File: src/rtl/park_pkg.sv
// ---------------------------------------------------------------------------
// park_pkg
// Shared definitions for the parking-lot occupancy controller and its
// 4-digit display scanner.
//   - Letter codes understood by the downstream seven_seg decoder.
//   - The two messages, stored with index 3 as the leftmost character.
//   - Digit index type used by the scanner.
//   - AN_OFF: all digits dark. Only the bench uses it, as a reference pattern.
// ---------------------------------------------------------------------------
package park_pkg;

    localparam logic [3:0] CODE_L = 4'd0;
    localparam logic [3:0] CODE_U = 4'd1;
    localparam logic [3:0] CODE_F = 4'd2;
    localparam logic [3:0] CODE_O = 4'd3;
    localparam logic [3:0] CODE_P = 4'd4;
    localparam logic [3:0] CODE_E = 4'd5;
    localparam logic [3:0] CODE_n = 4'd6;

    // The first element of the concatenation lands in index 3, which is the
    // leftmost digit. Both messages therefore read naturally left to right.
    localparam logic [3:0][3:0] MSG_OPEN = {CODE_O, CODE_P, CODE_E, CODE_n};
    localparam logic [3:0][3:0] MSG_FULL = {CODE_F, CODE_U, CODE_L, CODE_L};

    localparam logic [3:0] AN_OFF = 4'b1111;

    typedef enum logic [1:0] {
        DIGIT_0 = 2'd0,
        DIGIT_1 = 2'd1,
        DIGIT_2 = 2'd2,
        DIGIT_3 = 2'd3
    } digit_t;

    // The anodes are active-low. Exactly one bit is pulled low, at the
    // position of the selected digit.
    function automatic logic [3:0] anodeFor(input digit_t idx);
        return ~(4'b0001 << idx);
    endfunction

    // Returns the character shown at a given digit position for the
    // current mode.
    function automatic logic [3:0] msgChar(input logic isFull, input digit_t idx);
        return isFull ? MSG_FULL[idx] : MSG_OPEN[idx];
    endfunction

endpackage

File: src/rtl/park_edge_det.sv
// ---------------------------------------------------------------------------
// park_edge_det
// Rising-edge detector for an already-synchronised sensor level.
// The history register resets to 1. As a result, a sensor that is still
// high when reset is released does not produce a spurious rising edge.
// Ports:
//   clk     in  system clock, rising edge
//   rst_n   in  synchronous active-low reset
//   sig_i   in  sensor level
//   rise_o  out one-cycle combinational pulse when sig_i goes 0 -> 1
// ---------------------------------------------------------------------------
module park_edge_det (
    input  logic clk,
    input  logic rst_n,
    input  logic sig_i,
    output logic rise_o
);

    logic sig_q;

    // The history register follows the input level every cycle.
    always_ff @(posedge clk) begin
        if (!rst_n) begin
            sig_q <= 1'b1;
        end else begin
            sig_q <= sig_i;
        end
    end

    assign rise_o = sig_i & ~sig_q;

endmodule

File: src/rtl/park_disp_ctrl.sv
// ---------------------------------------------------------------------------
// park_disp_ctrl
// Counts cars in a lot and scans "OPEn" or "FULL" onto a common-anode
// 4-digit display.
// Ports:
//   clk      in  system clock, rising edge
//   rst_n    in  synchronous active-low reset
//   car_in   in  entry sensor level (debounced, synchronous)
//   car_out  in  exit sensor level (debounced, synchronous)
//   count    out registered occupancy, saturating at 0 and CAPACITY
//   full     out registered, high when count == CAPACITY
//   display  out letter code for the current digit (0..6)
//   an       out active-low one-hot digit enable, an[3] = leftmost
// ---------------------------------------------------------------------------
module park_disp_ctrl
    import park_pkg::*;
#(
    parameter int CAPACITY    = 8,
    parameter int REFRESH_DIV = 100000,
    parameter int CNT_W       = 8
) (
    input  logic             clk,
    input  logic             rst_n,
    input  logic             car_in,
    input  logic             car_out,
    output logic [CNT_W-1:0] count,
    output logic             full,
    output logic [3:0]       display,
    output logic [3:0]       an
);

    localparam int REF_W = (REFRESH_DIV > 1) ? $clog2(REFRESH_DIV) : 1;

    logic             riseIn;
    logic             riseOut;
    logic [CNT_W-1:0] count_q, count_d;
    logic             full_q, full_d;
    logic [REF_W-1:0] refresh_q, refresh_d;
    digit_t           digit_q, digit_d;
    logic [3:0]       an_q;
    logic [3:0]       display_q;

    park_edge_det u_edgeIn (
        .clk    (clk),
        .rst_n  (rst_n),
        .sig_i  (car_in),
        .rise_o (riseIn)
    );

    park_edge_det u_edgeOut (
        .clk    (clk),
        .rst_n  (rst_n),
        .sig_i  (car_out),
        .rise_o (riseOut)
    );

    // Next-state logic for the occupancy count and the refresh scanner.
    // An entry and an exit in the same cycle cancel each other. full is
    // derived from the next count so that it is registered together with
    // count and never lags it by a cycle.
    always_comb begin
        count_d = count_q;
        if (riseIn && !riseOut && (count_q < CNT_W'(CAPACITY))) begin
            count_d = count_q + CNT_W'(1);
        end else if (riseOut && !riseIn && (count_q != '0)) begin
            count_d = count_q - CNT_W'(1);
        end
        full_d = (count_d == CNT_W'(CAPACITY));

        refresh_d = refresh_q + REF_W'(1);
        digit_d   = digit_q;
        if (refresh_q == REF_W'(REFRESH_DIV - 1)) begin
            refresh_d = '0;
            digit_d   = digit_t'(digit_q + 2'd1);
        end
    end

    // All state is held in a single register bank. an and display are both
    // loaded from the next digit index on the same edge, so they can never
    // disagree for a cycle. display reads the registered full. A mode change
    // therefore appears one cycle after full changes, wherever the scan is.
    always_ff @(posedge clk) begin
        if (!rst_n) begin
            count_q   <= '0;
            full_q    <= 1'b0;
            refresh_q <= '0;
            digit_q   <= DIGIT_0;
            an_q      <= 4'b1110;
            display_q <= CODE_n;
        end else begin
            count_q   <= count_d;
            full_q    <= full_d;
            refresh_q <= refresh_d;
            digit_q   <= digit_d;
            an_q      <= anodeFor(digit_d);
            display_q <= msgChar(full_q, digit_d);
        end
    end

    assign count   = count_q;
    assign full    = full_q;
    assign display = display_q;
    assign an      = an_q;

endmodule

File: config.mk
export PLATFORM = sky130hd
export DESIGN_NAME = park_disp_ctrl
export DESIGN_NICKNAME = d
export VERILOG_FILES = /design/src/rtl/park_pkg.sv /design/src/rtl/park_edge_det.sv /design/src/rtl/park_disp_ctrl.sv
export SDC_FILE = /design/constraint.sdc
export NUM_CORES = 1
export LEC_CHECK = 0
export BUFFER_PORTS_ARGS = -buffer_cell sky130_fd_sc_hd__buf_2
export CAP_MARGIN = 20
export CELL_PAD_IN_SITES_DETAIL_PLACEMENT = 0
export CELL_PAD_IN_SITES_GLOBAL_PLACEMENT = 1
export CORE_ASPECT_RATIO = 1.4
export CORE_MARGIN = 2
export CORE_UTILIZATION = 43
export CTS_CLUSTER_SIZE = 20
export DETAILED_ROUTE_END_ITERATION = 8
export PLACE_DENSITY_LB_ADDON = 0.1
export SYNTH_ARGS = -nofsm -noshare
export SYNTH_HDL_FRONTEND = slang
export SYNTH_SLANG_ARGS = --single-unit
File: constraint.sdc
create_clock -name clk -period 2.35 [get_ports clk]
set_clock_uncertainty 0.15 [all_clocks]
set_input_delay 0.1175 -clock clk [delete_from_list [all_inputs] [get_ports clk]]
set_output_delay 0.1175 -clock clk [all_outputs]
set_load 0.1 [all_outputs]
# Yosys cells after proc, flatten, opt, wreduce, memory -nomap -nowiden
# Index checks and enable logic that the tools add are counted.
dict set report totals {
  word_cells 39
  output_inout_bits 17
  register_bits 38
  input_bits 4
}
dict set report classes {
  shift 1
  order_cmp 2
  n_bitwise 6
  n_eq_ne 2
  addsub 4
  n_reduce_logical 8
  muxes 8
}
# op n
set op_table {}
lappend op_table {{adder 17 x 1 -> 17 bit, second input constant} 1}
lappend op_table {{equality test 17 bit, second input constant} 1}
lappend op_table {{binary-select mux 4 bit (select 2 bit)} 2}
lappend op_table {{two-way mux 8 bit} 2}
lappend op_table {{two-way mux 4 bit} 3}
lappend op_table {{adder 8 x 1 -> 8 bit, second input constant} 1}
lappend op_table {{equality test 8 x 4 -> 1 bit, second input constant} 1}
lappend op_table {{< comparator 8 x 4 -> 1 bit, second input constant} 1}
lappend op_table {{nonzero test 8 bit} 1}
lappend op_table {{subtractor 8 x 1 -> 8 bit, second input constant} 1}
lappend op_table {{logical AND 1 bit} 4}
lappend op_table {{inverter 4 bit} 1}
lappend op_table {{<< shifter 1 x 2 -> 4 bit, first input constant} 1}
lappend op_table {{< comparator 2 x 3 -> 1 bit, second input constant} 1}
lappend op_table {{inverter 1 bit} 3}
lappend op_table {{adder 2 x 1 -> 2 bit, second input constant} 1}
lappend op_table {{bitwise AND 1 bit} 2}
lappend op_table {{zero test 1 bit} 2}
lappend op_table {{two-way mux 2 bit} 1}
lappend op_table {{OR reduction 2 bit} 1}

# Longest topological paths before layout
# Gate-level depths: netlist of run 1.
dict set report depth {
  word_depth 8
  ltp_mapped 8
  ltp_nobuf 8
}

# By module
# Synthesis of run 1 repeated with hierarchy kept, for this count alone.
dict set report hier_totals {
  hier_cells 203
  hier_area_um2 1899.3
}
# mod cells_each instances area_each_um2 seq_area_each_um2
set modules_own_cells {}
lappend modules_own_cells {park_disp_ctrl 197 1 1819.2 700.7}
lappend modules_own_cells {park_edge_det 3 2 40.0 20.0}

# Worst setup path before layout of run 1
# OpenSTA, ideal clock, no wires.
dict set report synth_timing {
  kind {reg2reg}
  from {register count_q[0], in the netlist count[0]}
  to {register full_q, in the netlist full}
  synth_period_minus_slack_ns 2.564
  slack_ns -0.214
  setup_time_ns 0.127
  required_time_ns 2.073
  t_arrival_ns 2.286
  path_stages_with_launch 7
  n_path_buf 0
  cell_sequence {dfxtp_1 -> inv_1 -> ha_1 -> nand2b_1 -> or4b_2 -> nand4_1 -> nor4b_1}
}
dict set report synth_between {
  elab_chain_cells 5
  word_cells_on_any_way 9
  classes_between {add/sub: 2; order compare: 1; eq/ne: 1; mux: 2; reduce/logical: 3}
}
# element line
set synth_lines {}
lappend synth_lines {{start: declaration} park_disp_ctrl.sv:36} ;# logic [CNT_W-1:0] count_q, count_d;
lappend synth_lines {{start signal: assignment} park_disp_ctrl.sv:91} ;# count_q <= count_d;
lappend synth_lines {{parallel branches: the longest is 3 deep, another holds subtractor 8 x 1 -> 8 bit} n/a}
lappend synth_lines {{two-way mux 8 bit *} park_disp_ctrl.sv:63} ;# if (riseIn && !riseOut && (count_q < CNT_W'(CAPACITY))) begin
lappend synth_lines {{equality test 8 x 4 -> 1 bit *} park_disp_ctrl.sv:68} ;# full_d = (count_d == CNT_W'(CAPACITY));
lappend synth_lines {{end signal: assignment} park_disp_ctrl.sv:92} ;# full_q <= full_d;
lappend synth_lines {{end: declaration} park_disp_ctrl.sv:37} ;# logic full_q, full_d;
# Mark *: on every way between the ends.
# A chain may end at the register's enable or synchronous reset.

# Worst setup path after layout of run 1
dict set report layout_timing {
  from {register refresh_q[12]}
  to {register display_q[1], in the netlist display[1]}
}
dict set report layout_between {
  elab_chain_cells 5
  word_cells_on_any_way 7
  classes_between {eq/ne: 1; mux: 6}
}
# element line
set layout_lines {}
lappend layout_lines {{start: declaration} park_disp_ctrl.sv:38} ;# logic [REF_W-1:0] refresh_q, refresh_d;
lappend layout_lines {{start signal: assignment} park_disp_ctrl.sv:93} ;# refresh_q <= refresh_d;
lappend layout_lines {{equality test 17 bit *} park_disp_ctrl.sv:72} ;# if (refresh_q == REF_W'(REFRESH_DIV - 1)) begin
lappend layout_lines {{two-way mux 2 bit *} park_disp_ctrl.sv:72}
lappend layout_lines {{net digit_d[1]} park_disp_ctrl.sv:39} ;# digit_t digit_q, digit_d;
lappend layout_lines {{binary-select mux 4 bit (select 2 bit)} park_pkg.sv:43} ;# return isFull ? MSG_FULL[idx] : MSG_OPEN[idx];
lappend layout_lines {{two-way mux 4 bit (implied by the code)} park_pkg.sv:43}
lappend layout_lines {{two-way mux 4 bit *} park_pkg.sv:43}
lappend layout_lines {{end signal: assignment} park_disp_ctrl.sv:89} ;# display_q <= CODE_n;
lappend layout_lines {{end signal: assignment} park_disp_ctrl.sv:96} ;# display_q <= msgChar(full_q, digit_d);
lappend layout_lines {{end: declaration} park_disp_ctrl.sv:41} ;# logic [3:0] display_q;
# The timed path passes the listed nets; every way through them passes the cells marked *. The select of a mux whose other input is x is not followed.

==> impl_metrics.py, run 1 <==
metrics = {
    "sta": {
        "holdWs_ps": 20.0,
        "period_needed_ps": 2260,
        "fin_crit_sh_pct": 96.0,
        "tightest_slew_ps": 489,
        "fmax_mhz": 443,
        "hold_viol_final": 0,
        "timing.setup.tns_ps": 0,
        "fin_ws_ps": 93.6,
        "setup_viol": 0,
        "final-max-slew-violation-count": 0,
        "max_slew_margin_pct": 67.1,
        "rsz0062_at_grt": "true",
    },
    "clock_network": {
        "clk_pin_slew_ps": 80,
        "htree_levels": 2,
        "clock_tree.buffer_depth": 2,
        "cts.sinks": 37,
        "insertion_delay_ps": 290,
        "cts_buffers": 5,
        "cts_root_buffer": "clkbuf_8",
        "cts_tree": "built",
    },
    "global_route": {
        "antenna_found_initial": 0,
        "grt_overflow": 0,
        "grt_pass1_vias": 1454,
        "grt_first_pass_wirelength_um": 6410,
        "track_usage_pct": 18.2,
        "grt_max_degree": 23,
    },
    "power_and_ir_drop": {
        "powerDensity_mw_per_mm2": 667,
        "ir_drop_uv": 460,
        "p_total_mw": 1.40,
        "cellLeakagePower_nw": 0.871,
    },
    "die": {
        "num_rows": 27,
        "core_area_mm2": 0.00392,
        "start_util_pct": 44.9,
        "io_pins": 21,
        "dieArea_mm2": 0.00463,
        "die_w_um": 58.1,
        "dieHeight_um": 79.7,
    },
    "synth": {
        "synth-simple-area-share_pct": 30.8,
        "synth_top_family_by_area": "simple AND/OR/NAND/NOR gates",
        "yosysSeqAreaShare_pct": 42.1,
        "syn-cell-area_mm2": 0.00176,
        "synth_cell_type_count": 44,
        "async_flop_share_pct": 0,
        "ys.flop_type": "dfxtp_1",
        "synth-compound-area-share_pct": 7.53,
        "synth_mux_area_share_pct": 2.27,
        "synth_fp_nets": 204,
        "synth_warnings": 0,
        "synth_xor_area_share_pct": 8.39,
        "ys_ff_latch": 37,
        "synth-adder-area-share_pct": 5.69,
        "synth_edf_count": 0,
        "syn_area_per_cell_um2": 9.17,
        "syn_inst": 192,
    },
    "cells_and_area": {
        "area_growth_pct": 19.4,
        "final_util_pct": 53.6,
        "n_fill_cell": 382,
        "final_cells": 266,
        "n_antenna_cell": 0,
        "layout-drive-gt1-share_pct": 21.1,
        "final_nets": 234,
        "finish.instance_area_mm2": 0.00210,
    },
    "placed_design": {
        "gp_congestion": 0.821,
        "portBuffers": 19,
        "placed_cell_area_mm2": 0.00192,
        "hpwl_um": 2680,
        "place_inst": 254,
        "preCtsSetupSlack_ps": -12.5,
    },
    "drt": {
        "drt-initial-drc-count": 38,
        "via_per_inst": 5.33,
        "ant_nets": 0,
        "vias": 1417,
        "drc": 0,
        "drtPass1Iterations": 3,
        "wire_per_inst_um": 13.8,
        "wl_um": 3680,
    },
    "status": {
        "status": "finished, final reports clean",
    },
    "setup_path": {
        "worstSetupPathType": "reg2reg",
        "crit_path_end_kind": "flop",
        "cp_max_fo": 4,
        "required_ps": 2370,
        "crit_path_start_kind": "flop",
        "cp.arrival_ps": 2280,
    },
    "worst_hold_path": {
        "hp-class": "in2reg",
    },
    "flow_run": {
        "cap_viol_max_count": 0,
    },
}
-- what timing repair did --
action	in CTS	in global routing
setup buffers	1	1
pin swaps	1	2
endpoints found under the hold margin	2	0
endpoints found under the setup margin	1	2
hold buffers	2	0
gates resized for setup	2	5
-- flip-flops by register name, indices dropped and copies added, names as in the netlist --
| register | flops |
|---|---|
| an | 4 |
| count | 8 |
| digit_q | 2 |
| display | 3 |
| full | 1 |
| refresh_q | 17 |
| u_edgeIn.sig_q | 1 |
| u_edgeOut.sig_q | 1 |
-- synth_stat cells, drive strengths merged (2+ instances only) --
| master | n | share of area (%) |
|---|---|---|
| nand4 | 7 | 2.5 |
| a21oi | 5 | 1.4 |
| nor4 | 2 | 1.6 |
| nand2 | 10 | 2.1 |
| o21a | 3 | 1.3 |
| buf | 2 | 0.85 |
| or3 | 3 | 1.1 |
| dfxtp | 37 | 42 |
| and2 | 6 | 2.1 |
| or4b | 3 | 1.9 |
| nor2 | 21 | 4.5 |
| nor4b | 3 | 1.8 |
| nor2b | 5 | 1.8 |
| inv | 8 | 1.7 |
| nand2b | 6 | 2.1 |
| xor2 | 7 | 3.5 |
| o21ai | 6 | 1.7 |
| and3 | 7 | 2.5 |
| clkbuf | 2 | 0.43 |
| ha | 8 | 5.7 |
| nand3 | 8 | 2.3 |
| nor3 | 5 | 1.4 |
| xnor2 | 9 | 4.9 |
| mux2i | 4 | 2.3 |
-- final timing paths --
kind,start,endpoint,slack [ps],cells past startpoint
setup / recovery,refresh_q[12],display[1],90,8
hold / removal,rst_n,display[1],20,2
setup reg to reg,refresh_q[12],display[1],90,8
hold reg to reg,refresh_q[0],refresh_q[0],310,1
-- cell usage in the layout (no fill, tap or decap), types with 7 or more instances in the layout --
master,n
nand2_1,10
xnor2_1,7
nor2_1,21
xor2_1,7
ha_1,7
dfxtp_1,33
buf_2,19
nand4_1,7
and3_1,7
inv_1,7
nand3_1,8
-- final cells by class --
class | instances | area (um2) | area share, %
repair buffers | 27 | 160 | 7.62
multi-input cells | 143 | 992 | 47.2
clock buffers | 6 | 82.6 | 3.93
well taps | 43 | 53.8 | 2.56
clock inverters | 2 | 37.5 | 1.79
flip-flops and latches | 37 | 746 | 35.5
inverters | 8 | 30.0 | 1.43
-- logic make-up after synthesis --
kind of cell | count (synthesis)
adders and majority gates | 8
AOI/OAI and AO/OA | 21
other | 1
DFF | 37
buffers and inverters | 12
and+or+nand+nor | 93
muxes | 4
xor gates and xnor gates | 16
-- worst max-delay path, cell delays in order, from the launching register on --
cell and delay, ps:
dfxtp_2 350, or4b_4 550, nor4_4 290, nand2_1 120, xnor2_2 170, buf_4 150, ha_2 170, mux2i_1 130
nand2_1 60
-- power by group --
| group | switching [mW] | internal, mW | leakage (nW) |
|---|---|---|---|
| registers | 0.0150 | 0.640 | 0.302 |
| logic | 0.119 | 0.0518 | 0.512 |
| clock network | 0.231 | 0.345 | 0.0574 |
| total | 0.364 | 1.04 | 0.871 |
-- routing by layer --
metal / vias to the layer above / GRT usage [%] / routed length (um)
li1: 721 / - / -
met1: 672 / 16.7 / 1400
met2: 17 / 36.5 / 2110
met3: 7 / 4.38 / 95
met4: 0 / 7.67 / 79
met5: - / 0 / 0
Power figures use the tool's default switching activity.
==> run 2: changes to the inputs <==
Settings changed: CORE_UTILIZATION 43 to 39.
Clock period 2.35 ns to 1.9 ns, I/O delays scaled along.
==> run 2 against run 1 <==
The flow now finishes with violations (negative setup slack). Cell count is 19% higher. Core utilization is 5.8 points higher. Worst setup slack lost 480 ps. Register-to-register slack lost 480 ps. Combinational power increased by 67%. Flip-flop and latch count is the same. Global-route usage shrank 0.79 points. Clock power is 4.3% higher. Non-clock buffer count increased by 33. Maximum frequency is 1.3% lower.
==> impl_metrics.py, run 2 (synthesized netlist as in run 1, its figures left out) <==
metrics = {
    "status": {
        "status": "finished with violations",
        "violations": "negative setup slack",
    },
    "placed_design": {
        "place_inst": 300,
        "hpwl_um": 2920,
        "portBuffers": 19,
        "placed_cell_area_mm2": 0.00219,
        "gp_congestion": 0.781,
    },
    "setup_path": {
        "path_common_cell": "nand2_1",
        "required_ps": 1920,
        "worstSetupPathType": "reg2reg",
        "slowest_stage": "or4b_4",
        "critical_path.max_stage_delay_ps": 540,
        "crit_path_end_kind": "flop",
        "cp.arrival_ps": 2300,
        "r2r.worst_path.cells": 7,
        "cp_max_fo": 3,
        "crit_path_start_kind": "flop",
        "crit_chain": "or4b_4, nor4_4, nand2_1, xnor2_2, ha_1, mux2i_1, nand2_1",
    },
    "clock_network": {
        "cts_tree": "built",
        "htree_levels": 2,
        "cts.sinks": 37,
        "cts_buffers": 5,
        "cts_root_buffer": "clkbuf_8",
        "clock_tree.buffer_depth": 2,
        "insertion_delay_ps": 290,
        "clk_pin_slew_ps": 70,
    },
    "cells_and_area": {
        "regArea_um2": 757,
        "layout_commonest_cell": "buf_4",
        "multi_input_area_mm2": 0.00113,
        "finish.instance_area_mm2": 0.00254,
        "n_antenna_cell": 0,
        "layout_common_cells": "buf_4 (36), dfxtp_1 (28), buf_2 (19), nor2_1 (15), nand2_1 (10)",
        "area_growth_pct": 44.2,
        "final_nets": 267,
        "largest_register": "refresh_q",
        "n_fill_cell": 402,
        "largest_reg_flops": 17,
        "layout-drive-gt1-share_pct": 41.4,
        "final_cells": 316,
    },
    "global_route": {
        "grt_first_pass_wirelength_um": 6800,
        "grt_overflow": 0,
        "grt_max_degree": 23,
        "track_usage_pct": 17.4,
        "antenna_found_initial": 0,
        "grt_pass1_vias": 1553,
    },
    "die": {
        "dieArea_mm2": 0.00507,
        "die_w_um": 60.8,
        "core_area_mm2": 0.00427,
        "dieHeight_um": 83.5,
        "num_rows": 28,
        "io_pins": 21,
        "start_util_pct": 41.2,
    },
    "power_and_ir_drop": {
        "clkPwrFrac_pct": 35.5,
        "ir_drop_uv": 398,
        "p_int_mw": 1.23,
        "cellLeakagePower_nw": 1.07,
        "powerDensity_mw_per_mm2": 667,
        "switching_share_pct": 27.4,
        "p_total_mw": 1.69,
        "p_comb_share_pct": 16.8,
        "switching_power_mw": 0.463,
        "seqPwrFrac_pct": 47.7,
    },
    "sta": {
        "setup_viol": 23,
        "fin_ws_ps": -386,
        "final-max-slew-violation-count": 0,
        "timing.setup.tns_ps": -2820,
        "hold_viol_final": 0,
        "period_needed_ps": 2290,
        "fmax_mhz": 437,
        "fin_crit_sh_pct": 120,
        "rsz0062_at_grt": "true",
    },
    "drt": {
        "drtPass1Iterations": 4,
        "wire_per_inst_um": 13.6,
        "ant_nets": 0,
        "wl_um": 4310,
        "vias": 1548,
        "via_per_inst": 4.90,
        "drc": 0,
        "drt-initial-drc-count": 50,
    },
    "worst_hold_path": {
        "whs_path_depth": 2,
        "hp-class": "in2reg",
    },
    "flow_run": {
        "cap_viol_max_count": 0,
    },
}
run 2: cell types whose count changed in the layout (fill, tap and decap cells not counted), moves of 3 or more:
cell,change
dfxtp_1,-5
ha_1,-3
buf_4,+30
nor2_4,+5
ha_4,+3
dfxtp_2,+3
nor2_1,-6
run 2: timing repair:
item	in CTS	in global routing
hold buffers	2	0
buffers inserted	1	4
endpoints found under the setup margin	9	20
gates cloned	0	1
pin swaps	1	12
endpoints found under the hold margin	2	0
resized for setup	8	27
run 2: layer usage:
layer	track usage [%]	vias to the layer above	wire, um
met1	18.8	724	1670
met5	0	-	0
met4	7.31	0	65
met2	31.1	30	2460
li1	-	787	-
met3	3.88	7	110
run 2: cell type report:
type	count	area share, %
tap	60	2.96
inverter	8	1.28
multi-input combinational	143	44.6
timing repair buffer	60	17.4
sequential	37	29.8
clock buffer	7	3.79
clock inverter	1	0.197
run 2: final timing paths:
check,from,endpoint,slack (ps)
worst min-delay path,rst_n,display[1],7
worst max register to register,refresh_q[12],display[1],-390
worst max-delay path,refresh_q[12],display[1],-390
worst min register to register,refresh_q[0],refresh_q[0],360
run 2: per-stage QoR:
step / setup slack [ps] / hold WS [ps] / util [%]
2_1_floorplan: -265 / 46.5 / -
3_3_place_gp: -320 / 160 / 51.3
3_5_place_dp: -371 / 166 / 51.3
4_1_cts: -377 / 1.27 / 55.2
5_1_grt: -504 / 12.8 / 59.4
6_report: -386 / 6.81 / 59.4
run 2: power by group through the flow:
| stage | clock network (mW) | logic [mW] | registers [mW] |
|---|---|---|---|
| after floorplan | 0 | 0.111 | 0.885 |
| after global placement | 0 | 0.247 | 0.821 |
| after detailed placement | 0 | 0.249 | 0.822 |
| after CTS | 0.621 | 0.259 | 0.804 |
| after global routing | 0.663 | 0.306 | 0.808 |
| final | 0.601 | 0.285 | 0.806 |
run 2: critical path, delay by kind of cell, from the launching register on:
kind                       cells  cell delay [ps]
DFF                            1              330
and+or+nand+nor                4             1070
xor gates and xnor gates       1              210
muxes                          1              130
adders and majority gates      1              270
